<file path="config.mk">
export PLATFORM = sky130hd
export DESIGN_NAME = div_unit
export DESIGN_NICKNAME = d
export VERILOG_FILES = /design/src/rtl/div_pkg.sv /design/src/rtl/div_step.sv /design/src/rtl/div_unit.sv
export SDC_FILE = /design/constraint.sdc
export NUM_CORES = 1
export LEC_CHECK = 0
export ABC_AREA = 1
export CELL_PAD_IN_SITES_DETAIL_PLACEMENT = 1
export CELL_PAD_IN_SITES_GLOBAL_PLACEMENT = 2
export CORE_ASPECT_RATIO = 0.7
export CORE_UTILIZATION = 34
export CTS_CLUSTER_DIAMETER = 120
export CTS_CLUSTER_SIZE = 8
export DETAILED_ROUTE_END_ITERATION = 12
export PLACE_DENSITY_LB_ADDON = 0.1
export SYNTH_ARGS = -nofsm -noshare
export SYNTH_HDL_FRONTEND = slang
export SYNTH_SLANG_ARGS = --single-unit
</file>
<file path="constraint.sdc">
create_clock -name nvdla_core_clk -period 5.2 [get_ports nvdla_core_clk]
set_input_delay 0.78 -clock nvdla_core_clk [delete_from_list [all_inputs] [get_ports nvdla_core_clk]]
set_output_delay 0.78 -clock nvdla_core_clk [all_outputs]
set_load 0.1 [all_outputs]
</file>
<file path="src/rtl/div_pkg.sv">
// rtl/div_pkg.sv - shared widths, FSM encoding and saturation constants for div_unit
package div_pkg;

    localparam int DIVIDEND_W = 16;
    localparam int DIVISOR_W  = 8;
    localparam int CNT_W      = $clog2(DIVIDEND_W + 1);

    typedef enum logic [1:0] {
        ST_IDLE = 2'd0,
        ST_PREP = 2'd1,
        ST_CALC = 2'd2,
        ST_DONE = 2'd3
    } div_state_t;

    localparam logic [DIVIDEND_W-1:0] Q_MAX = {1'b0, {(DIVIDEND_W-1){1'b1}}};
    localparam logic [DIVIDEND_W-1:0] Q_MIN = {1'b1, {(DIVIDEND_W-1){1'b0}}};

endpackage

</file>
<file path="src/rtl/div_step.sv">
// rtl/div_step.sv - one combinational radix-2 restoring division step
module div_step
    import div_pkg::*;
(
    input  logic [DIVISOR_W:0]   i_rem,
    input  logic                 i_bit,
    input  logic [DIVISOR_W-1:0] i_dvs,
    output logic [DIVISOR_W:0]   o_rem,
    output logic                 o_qbit
);

    localparam int RW = DIVISOR_W + 1;

    logic [RW:0] w_shift;

    assign w_shift = {i_rem, i_bit};
    assign o_qbit  = (w_shift >= {2'b00, i_dvs});
    assign o_rem   = o_qbit ? RW'(w_shift - {2'b00, i_dvs}) : w_shift[RW-1:0];

endmodule

</file>
<file path="src/rtl/div_unit.sv">
// rtl/div_unit.sv - sequential signed 16/8 restoring divider with valid/ready handshakes
module div_unit
    import div_pkg::*;
(
    input  logic                  nvdla_core_clk,
    input  logic                  nvdla_core_rst,
    input  logic                  in_valid,
    output logic                  in_ready,
    input  logic [DIVIDEND_W-1:0] dividend,
    input  logic [DIVISOR_W-1:0]  divisor,
    output logic                  out_valid,
    input  logic                  out_ready,
    output logic [DIVIDEND_W-1:0] quotient,
    output logic [DIVISOR_W-1:0]  remainder,
    output logic                  div_zero,
    output logic                  ovf
);

    div_state_t            r_state;
    div_state_t            w_state_nxt;
    logic                  r_sign_a;
    logic                  r_sign_b;
    logic [DIVIDEND_W-1:0] r_mag_a;
    logic [DIVISOR_W-1:0]  r_mag_b;
    logic [DIVISOR_W:0]    r_rem;
    logic [DIVIDEND_W-1:0] r_q;
    logic [CNT_W-1:0]      r_cnt;
    logic [DIVIDEND_W-1:0] r_quotient;
    logic [DIVISOR_W-1:0]  r_remainder;
    logic                  r_div_zero;
    logic                  r_ovf;

    logic                  w_accept;
    logic                  w_last;
    logic                  w_neg_q;
    logic [DIVISOR_W:0]    w_rem_nxt;
    logic                  w_qbit;
    logic [DIVIDEND_W-1:0] w_q_nxt;

    assign in_ready  = (r_state == ST_IDLE);
    assign out_valid = (r_state == ST_DONE);
    assign quotient  = r_quotient;
    assign remainder = r_remainder;
    assign div_zero  = r_div_zero;
    assign ovf       = r_ovf;

    assign w_accept = in_valid && in_ready;
    assign w_last   = (r_cnt == CNT_W'(DIVIDEND_W - 1));
    assign w_neg_q  = r_sign_a ^ r_sign_b;
    assign w_q_nxt  = {r_q[DIVIDEND_W-2:0], w_qbit};

    // Dividend bits enter the partial remainder MSB-first from the top of r_q.
    div_step u_step (
        .i_rem  (r_rem),
        .i_bit  (r_q[DIVIDEND_W-1]),
        .i_dvs  (r_mag_b),
        .o_rem  (w_rem_nxt),
        .o_qbit (w_qbit)
    );

    always_ff @(posedge nvdla_core_clk) begin
        if (nvdla_core_rst) begin
            r_state <= ST_IDLE;
        end else begin
            r_state <= w_state_nxt;
        end
    end

    always_comb begin
        w_state_nxt = r_state;
        case (r_state)
            ST_IDLE: if (w_accept) w_state_nxt = ST_PREP;
            ST_PREP: w_state_nxt = (r_mag_b == '0) ? ST_DONE : ST_CALC;
            ST_CALC: if (w_last) w_state_nxt = ST_DONE;
            ST_DONE: if (out_ready) w_state_nxt = ST_IDLE;
            default: w_state_nxt = ST_IDLE;
        endcase
    end

    always_ff @(posedge nvdla_core_clk) begin
        if (nvdla_core_rst) begin
            r_sign_a    <= 1'b0;
            r_sign_b    <= 1'b0;
            r_mag_a     <= '0;
            r_mag_b     <= '0;
            r_rem       <= '0;
            r_q         <= '0;
            r_cnt       <= '0;
            r_quotient  <= '0;
            r_remainder <= '0;
            r_div_zero  <= 1'b0;
            r_ovf       <= 1'b0;
        end else begin
            case (r_state)
                ST_IDLE: begin
                    if (w_accept) begin
                        // Exact negation: -32768 and -128 map to their unsigned magnitudes.
                        r_sign_a   <= dividend[DIVIDEND_W-1];
                        r_sign_b   <= divisor[DIVISOR_W-1];
                        r_mag_a    <= dividend[DIVIDEND_W-1] ? -dividend : dividend;
                        r_mag_b    <= divisor[DIVISOR_W-1]   ? -divisor  : divisor;
                        r_div_zero <= 1'b0;
                        r_ovf      <= 1'b0;
                    end
                end
                ST_PREP: begin
                    r_rem <= '0;
                    r_cnt <= '0;
                    r_q   <= r_mag_a;
                    if (r_mag_b == '0) begin
                        r_div_zero  <= 1'b1;
                        r_quotient  <= r_sign_a ? Q_MIN : Q_MAX;
                        r_remainder <= r_sign_a ? -r_mag_a[DIVISOR_W-1:0] : r_mag_a[DIVISOR_W-1:0];
                    end
                end
                ST_CALC: begin
                    r_rem <= w_rem_nxt;
                    r_q   <= w_q_nxt;
                    r_cnt <= r_cnt + 1'b1;
                    if (w_last) begin
                        // A positive result with the MSB set can only come from MIN / -1.
                        if (!w_neg_q && w_q_nxt[DIVIDEND_W-1]) begin
                            r_quotient <= Q_MAX;
                            r_ovf      <= 1'b1;
                        end else begin
                            r_quotient <= w_neg_q ? -w_q_nxt : w_q_nxt;
                        end
                        r_remainder <= r_sign_a ? -w_rem_nxt[DIVISOR_W-1:0] : w_rem_nxt[DIVISOR_W-1:0];
                    end
                end
                default: ;
            endcase
        end
    end

endmodule

</file>
== Word-level counts from Yosys, hierarchy flattened ==
Index checks and enable logic that the tools add are counted.

* Flip-flop bits (word level): 84
* Output and inout port bits: 28

* Add/sub/neg operators: 7
* Order comparisons: 1
* Multiplexer cells: 28
* Bitwise logic cells: 1
* Reduce and logical (&&, ||, !) cells: 13
* Equality and inequality tests: 9

{| class="wikitable"
|+ Operators by type and width
! operator !! number
|-
| $mux 16 || 6
|-
| $pmux 16 s2 || 2
|-
| $mux 8 || 5
|-
| $neg 16->16 || 2
|-
| $neg 8->8 || 3
|-
| $pmux 9 s2 || 1
|-
| $pmux 8 s2 || 1
|-
| $ge 10x8->1 || 1
|-
| $pmux 5 s2 || 1
|-
| $mux 9 || 1
|-
| $reduce_and 3->1 || 3
|-
| $sub 9x8->9 || 1
|-
| $logic_not 8->1 || 1
|-
| $pmux 2 s4 || 1
|-
| $mux 2 || 3
|-
| $ne 2x2->1 const B || 3
|-
| $reduce_bool 2->1 || 3
|-
| $add 5x1->5 const B || 1
|-
| $eq 5x4->1 const B || 1
|-
| $mux 1 || 5
|-
| $eq 2x2->1 const B || 2
|-
| $ne 2x1->1 const B || 2
|-
| $pmux 1 s2 || 2
|-
| $reduce_and 4->1 || 1
|-
| other kinds (6) || 7
|}

== Logic depth before layout (Yosys ltp) ==
Gate-level depths: netlist (run 1).

* Depth after elaboration: 6
* Depth in mapped cells: 20

== Hierarchy ==
Synthesis (run 1) repeated with hierarchy kept, for this count alone.

* Cells, all modules: 838
* Area, all modules: 5343.9 um^2

{| class="wikitable"
|+ Modules (own cells, without submodules)
! module !! cells an instance !! times used !! area each (um^2)
|-
| div_unit || 719 || 1 || 4678.2
|-
| div_step || 119 || 1 || 665.6
|}

== Worst setup path before layout (run 1) ==
OpenSTA, ideal clock, no wires.

* Kind: reg2reg
* Start: register r_q[15]
* End: register r_quotient[12] (netlist: quotient[12])
* Buffers on the path: 1
* Data arrival time: 2.568 ns
* Data required time: 5.070 ns
* Library setup time: 0.130 ns
* Stages on the path, launching flop included: 19
* Setup slack: 2.503 ns
* Path through: dfxtp_1 inv_1 ha_1 inv_1 fa_1 nand2_1 nand2_1 nand3_2 nand2_4 nor2_4 buf_12 ha_1 nand3_1 nor2_1 nand3_1 o31ai_1 a31oi_1 o21ai_0 a21oi_1

* Longest elaborated chain between the ends: 6

{| class="wikitable"
|+ RTL lines
! what !! RTL line !! RTL
|-
| from (decl) || div_unit.sv:26 || <nowiki>logic [DIVIDEND_W-1:0] r_q;</nowiki>
|-
| from (signal assigned) || div_unit.sv:109 || <nowiki>r_q <= r_mag_a;</nowiki>
|-
| from (signal assigned) || div_unit.sv:118 || <nowiki>r_q <= w_q_nxt;</nowiki>
|-
| $ge 10x8->1 || div_step.sv:17 || <nowiki>assign o_qbit = (w_shift >= {2'b00, i_dvs});</nowiki>
|-
| $neg 16->16 || div_unit.sv:126 || <nowiki>r_quotient <= w_neg_q ? -w_q_nxt : w_q_nxt;</nowiki>
|-
| $mux 16 || div_unit.sv:126 ||
|-
| $mux 16 || div_unit.sv:122 || <nowiki>if (!w_neg_q && w_q_nxt[DIVIDEND_W-1]) begin</nowiki>
|-
| $mux 16 || div_unit.sv:120 || <nowiki>if (w_last) begin</nowiki>
|-
| $pmux 16 s2 || div_unit.sv:94 || <nowiki>case (r_state)</nowiki>
|-
| to (signal assigned) || div_unit.sv:112 || <nowiki>r_quotient <= r_sign_a ? Q_MIN : Q_MAX;</nowiki>
|-
| to (signal assigned) || div_unit.sv:126 ||
|-
| to (decl) || div_unit.sv:28 || <nowiki>logic [DIVIDEND_W-1:0] r_quotient;</nowiki>
|}

Every way passes these cells. The select of a mux whose other input is x is not followed.
A chain may end at the register's enable or synchronous reset.

== Worst setup path in the final report (run 1) ==
Ends and elaborated chain as after synthesis.

==> flow_metrics.py, run 1 <==
metrics = {
    "die": {
        "pin_count": 56,
        "row_count": 37,
        "die_x_um": 149,
        "die_h_um": 105,
        "dieArea_um2": 15700,
        "core_area_um2": 14800,
        "start_util_pct": 35.0,
    },
    "cells_and_area": {
        "fillers": 1883,
        "drive_gt1_share_pct": 6.84,
        "instances_no_fill": 999,
        "final_common_cell": "nand2_1",
        "final_util_pct": 41.6,
        "area_delta_synth_final_pct": 18.9,
        "final_cell_mix": "nand2_1, inv_1, dfxtp_1",
        "antennaDiodeCount": 0,
        "nets": 848,
    },
    "critical_path": {
        "cp.required_ns": 5.41,
        "startpoint_type": "flop",
        "path_max_fanout": 11,
        "crit_buf_inv": 2,
        "slowest_delay_ns": 0.41,
        "arrival_ns": 3.51,
        "critical_path.top_delay_family": "simple AND/OR/NAND/NOR gates",
        "cp-end-kind": "flop",
        "critPathKind": "reg2reg",
        "cp_cell_sequence": "inv_1 -> ha_1 -> inv_1 -> fa_1 -> nand2_1 -> nand2_1 -> nand3_2 -> nand2_4 -> nor2_4 -> ha_1 -> nand3_1 -> nor2_1 -> nand3_1 -> o31ai_1 -> a31oi_1 -> o21ai_0 -> a21oi_1",
        "crit_path_top_delay_cell": "fa_1",
    },
    "timing": {
        "slew_headroom_pct": 30.9,
        "fmax_ghz": 0.303,
        "setup_viol": 0,
        "skew_ns": 0.00963,
        "fin_crit_sh_pct": 63.4,
        "hold_violations": 0,
        "rsz0062_at_grt": "false",
        "period_needed_ns": 3.30,
        "timing.setup.tns_ns": 0,
        "worstMarginPinSlew_ns": 1.03,
        "drv_slew": 0,
        "holdWs_ns": 0.480,
    },
    "synth": {
        "syn-num-nets": 809,
        "seq_area_frac_synth_pct": 32.6,
        "synth_warnings": 0,
        "syn_avg_cell_area_um2": 6.79,
        "synthFlopType": "dfxtp_1",
        "ys_types": 46,
        "syn_area_um2": 5170,
        "async_flop_share_pct": 0,
        "synth_cells": 761,
        "synth_seq_cells": 84,
        "synth-edff-count": 0,
    },
    "clocking": {
        "cts-root-buf": "clkbuf_16",
        "cts_sinks": 84,
        "holdBufCountCts": 0,
        "cts_tree": "built",
        "htree_levels": 3,
        "numCtsBuffers": 9,
        "clkSlewWorstSetupHoldPaths_ns": 0.07,
        "clk_latency_ns": 0.34,
        "clockBufferDepth": 2,
        "post_cts_buffers": 0,
        "cts.repair.resized": 0,
    },
    "job": {
        "cap_violations": 0,
    },
    "global_route": {
        "grt_max_degree": 65,
        "antenna_found_initial": 0,
        "grt_pass1_vias": 5260,
        "grt_pass1_wl_mm": 27.5,
        "grt_util_all_layers_pct": 22.6,
        "overflow": 0,
    },
    "pwr": {
        "irDropWorstVdd_mv": 0.245,
        "p_per_area_nw_per_um2": 759,
        "p_leak_nw": 2.70,
        "p_total_w": 0.00466,
    },
    "detailed_routing": {
        "drt_first_pass_iters": 8,
        "wl_mm": 16.6,
        "drc": 0,
        "drtIter0Drc": 253,
        "antenna_left": 0,
        "wl_per_cell_um": 16.6,
        "vias": 5151,
        "via_per_inst": 5.16,
    },
    "worst_hold_path": {
        "hp-class": "reg2reg",
    },
    "placed_design": {
        "placed_cells": 984,
        "gp_congestion": 0.807,
        "hpwl_mm": 12.5,
        "port_buffers": 55,
    },
    "outcome": {
        "outcome": "finished, final reports clean",
    },
}
worst min-delay path, cell delays in order, from the launching register on:
cell	delay, ns
dfxtp_1	0.32
nand2_1	0.06
a21oi_1	0.06
per-stage QoR:
| step | worst slack (ns) | instance area [um2] |
|---|---|---|
| 4_1_cts | 1.88 | 6140 |
| 3_5_place_dp | 1.90 | 5850 |
| 2_1_floorplan | 2.50 | 5170 |
| 5_1_grt | 1.61 | 6140 |
| 3_3_place_gp | 2.02 | 5850 |
| 6_report | 1.90 | 6140 |
worst paths after layout:
| kind | start | endpoint | slack [ns] | cells after the start |
|---|---|---|---|---|
| worst max-delay path | r_q[15] | quotient[12] | 1.90 | 17 |
| worst min-delay path | quotient[3] | quotient[3] | 0.48 | 2 |
| worst max register to register | r_q[15] | quotient[12] | 1.90 | 17 |
| worst min register to register | quotient[3] | quotient[3] | 0.48 | 2 |
sequential cells by signal, summed over array words and instances (netlist names):
signal / count
div_zero: 1
r_cnt: 5
ovf: 1
r_sign_a: 1
quotient: 16
r_state: 2
r_mag_a: 16
r_mag_b: 8
r_q: 16
r_rem: 9
remainder: 8
r_sign_b: 1
synthesized netlist by cell type (2+ instances only):
cell	instances	area share (%)
o21ai_1	4	0.39
nor3_1	16	1.6
a21oi_2	2	0.34
o21a_1	3	0.44
a31oi_1	8	0.97
nand2_1	127	9.2
o221ai_1	4	0.68
nor2_1	60	4.4
xor2_1	16	2.7
nand4_1	6	0.73
nor2_2	2	0.24
nor2_4	5	1.1
nand3b_1	2	0.29
nand2_4	3	0.65
buf_2	2	0.19
o31ai_1	2	0.29
buf_1	2	0.15
nand3_1	40	3.9
o21ai_0	78	7.6
a21oi_1	69	6.7
dfxtp_1	84	33
o21ai_2	2	0.34
ha_1	19	4.6
or2_2	5	0.61
o211ai_1	8	1.2
xnor2_1	6	1.0
nand2_2	8	0.97
o22ai_1	12	1.5
nand3_2	5	0.97
inv_1	119	8.6
clkbuf_1	25	1.8
clkinv_1	3	0.22
cells by family after synthesis:
group	share of synthesized area [%]
compound gates	21.3
xor+xnor	3.73
fa+ha+maj	4.99
buf+inv	11.6
flops	32.6
simple gates	25.9
power by group:
| part | switching, W | leakage [nW] | internal (W) |
|---|---|---|---|
| Combinational | 0.00222 | 1.87 | 0.000813 |
| Clock | 0.000273 | 0.138 | 0.000382 |
| Sequential | 0.000142 | 0.687 | 0.000829 |
routing by layer:
layer | track usage [%] | share of wire, %
met5 | 0 | 0
met4 | 5.03 | 0.69
met3 | 4.32 | 4.7
met2 | 33.6 | 41
met1 | 33.1 | 53
cell type report:
class | instances | area, um2 | area share, %
inverters | 122 | 458 | 7.45
clock inverters | 4 | 50.0 | 0.814
flip-flops and latches | 84 | 1680 | 27.4
clock buffers | 11 | 243 | 3.95
well taps | 195 | 244 | 3.97
multi-input cells | 524 | 2890 | 47.0
repair buffers | 59 | 581 | 9.45
(Power assumes the default switching activity.)
==> run 2, diff against run 1 <==
--- a/config.mk
+++ b/config.mk
@@ -9,7 +9,7 @@
 export CELL_PAD_IN_SITES_DETAIL_PLACEMENT = 1
 export CELL_PAD_IN_SITES_GLOBAL_PLACEMENT = 2
 export CORE_ASPECT_RATIO = 0.7
-export CORE_UTILIZATION = 34
+export CORE_UTILIZATION = 32
 export CTS_CLUSTER_DIAMETER = 120
 export CTS_CLUSTER_SIZE = 8
 export DETAILED_ROUTE_END_ITERATION = 12
==> constraint.sdc (replaced) <==
create_clock -name nvdla_core_clk -period 3.22 [get_ports nvdla_core_clk]
set_input_delay 0.483 -clock nvdla_core_clk [delete_from_list [all_inputs] [get_ports nvdla_core_clk]]
set_output_delay 0.483 -clock nvdla_core_clk [all_outputs]
set_load 0.1 [all_outputs]
==> run 2 against run 1 <==
Effect of this change: global-route usage down 1.3 points; register-to-register slack got worse by 1.6 ns; cell count grew 1.7%; non-clock buffer count increased by 11; sequential share of layout area decreased by 0.22 points; fmax rose by 13%; via count fell by 0.45%; hold slack worse by 0.0041 ns; sequential cell count did not move; wire length up 0.65%; final area increased by 0.79%; critical path depth did not move.
==> flow_metrics.py, run 2 (synthesis gave the netlist of run 1 again) <==
metrics = {
    "cells_and_area": {
        "area_delta_synth_final_pct": 19.9,
        "final_cell_mix": "nand2_1, inv_1, dfxtp_1",
        "nets": 859,
        "antennaDiodeCount": 0,
        "drive_gt1_share_pct": 11.0,
        "multi_input_area_um2": 2890,
        "final_common_cell": "nand2_1",
        "fillers": 1997,
        "final-seq-area_um2": 1680,
    },
    "detailed_routing": {
        "antenna_left": 0,
        "vias": 5128,
        "wl_per_cell_um": 16.5,
        "drt_first_pass_iters": 4,
        "wl_mm": 16.7,
        "drc": 0,
        "via_per_inst": 5.05,
        "drtIter0Drc": 256,
    },
    "timing": {
        "setup_viol": 0,
        "skew_ns": 0.00613,
        "fmax_ghz": 0.343,
        "hold_violations": 0,
        "worstMarginPinSlew_ns": 0.965,
        "fin_crit_sh_pct": 90.5,
        "timing.setup.tns_ns": 0,
        "drv_slew": 0,
        "period_needed_ns": 2.91,
        "slew_headroom_pct": 35.5,
        "rsz0062_at_grt": "false",
    },
    "clocking": {
        "cts-root-buf": "clkbuf_16",
        "numCtsBuffers": 9,
        "clockBufferDepth": 2,
        "post_cts_buffers": 0,
        "holdBufCountCts": 0,
        "cts_tree": "built",
        "clkSlewWorstSetupHoldPaths_ns": 0.07,
        "clk_latency_ns": 0.34,
        "htree_levels": 3,
        "cts_sinks": 84,
    },
    "die": {
        "start_util_pct": 33.0,
        "pin_count": 56,
        "row_count": 38,
        "dieArea_um2": 16700,
        "die_x_um": 154,
        "core_area_um2": 15600,
        "die_h_um": 108,
    },
    "global_route": {
        "grt_max_degree": 65,
        "grt_pass1_wl_mm": 27.4,
        "grt_pass1_vias": 5101,
        "grt_util_all_layers_pct": 21.3,
        "overflow": 0,
        "antenna_found_initial": 0,
    },
    "worst_hold_path": {
        "holdPathStages": 2,
        "hold_path_end": "r_rem[8]",
        "hp-class": "reg2reg",
        "hp-start": "r_rem[8]",
    },
    "critical_path": {
        "cp.required_ns": 3.43,
        "r2r_slack_ns": 0.31,
        "slowest_delay_ns": 0.41,
        "crit_path_top_delay_cell": "fa_1",
        "reg2reg_depth": 17,
        "cp_cell_sequence": "inv_1 -> ha_1 -> inv_1 -> fa_1 -> nand2_1 -> nand2_1 -> nand3_2 -> nand2_4 -> nor2_4 -> ha_1 -> nand3_1 -> nor2_2 -> nand3_1 -> o31ai_1 -> a31oi_1 -> o21ai_0 -> a21oi_1",
        "startpoint_type": "flop",
        "cp-end-kind": "flop",
        "arrival_ns": 3.13,
        "r2r_start": "r_q[15]",
        "path_max_fanout": 3,
        "rr_endpoint": "quotient[12]",
        "critPathKind": "reg2reg",
        "crit_buf_inv": 2,
        "critical_path.top_delay_family": "simple AND/OR/NAND/NOR gates",
    },
    "placed_design": {
        "port_buffers": 55,
        "hpwl_mm": 13.0,
        "gp_congestion": 0.840,
    },
    "job": {
        "cap_violations": 0,
    },
    "outcome": {
        "outcome": "finished, final reports clean",
    },
}
==> run 2: worst max path at each step <==
stage                     slack, ns      endpoint  startpoint  cells after the start
final                          0.31  quotient[12]     r_q[15]                     17
after global routing           0.01  quotient[12]     r_q[15]                     17
after CTS                      0.31  remainder[6]     r_q[15]                     19
after detailed placement       0.33  remainder[6]     r_q[15]                     19
after global placement         0.38  quotient[12]     r_q[15]                     17
after floorplan                0.52  quotient[12]     r_q[15]                     18
==> run 2: stage by stage <==
stage / std cells / setup WS (ns) / utilization [%] / area, um2 / hold slack, ns
after floorplan: 761 / 0.523 / - / 5170 / 0.445
after global placement: 1000 / 0.384 / 37.6 / 5890 / 0.455
after detailed placement: 1000 / 0.326 / 37.6 / 5890 / 0.474
after CTS: 1016 / 0.312 / 39.6 / 6190 / 0.484
after global routing: 1016 / 0.0150 / 39.6 / 6190 / 0.495
final: 1016 / 0.305 / 39.6 / 6190 / 0.476
==> run 2: timing repair <==
item                                    CTS  global route
endpoints found under the setup margin    0             1
resized for setup                         0             1
hold endpoints to repair                  0             0
==> run 2: layout make-up <==
cell class	count	area share [%]
Clock buffer	10	3.86
Timing Repair Buffer	70	9.86
Clock inverter	6	1.03
Sequential cell	84	27.2
Multi-Input combinational cell	524	46.7
Inverter	122	7.39
Tap cell	200	4.04
==> run 2: worst min-delay path, cell delays in order (launching register included) <==
cell and delay, ns:
dfxtp_1 0.31, nand2_1 0.06, a21oi_1 0.06
==> run 2: layer usage <==
metal	vias up	global-route usage, %	share of wire (%)
met1	2422	31.8	55
li1	2594	-	-
met5	-	0	0
met4	0	3.93	0.47
met3	6	4.05	4.7
met2	106	31.5	40
Power of run 2 is not shown: default switching activity piles up to over one toggle a cycle in this logic, so the estimate is an artifact.
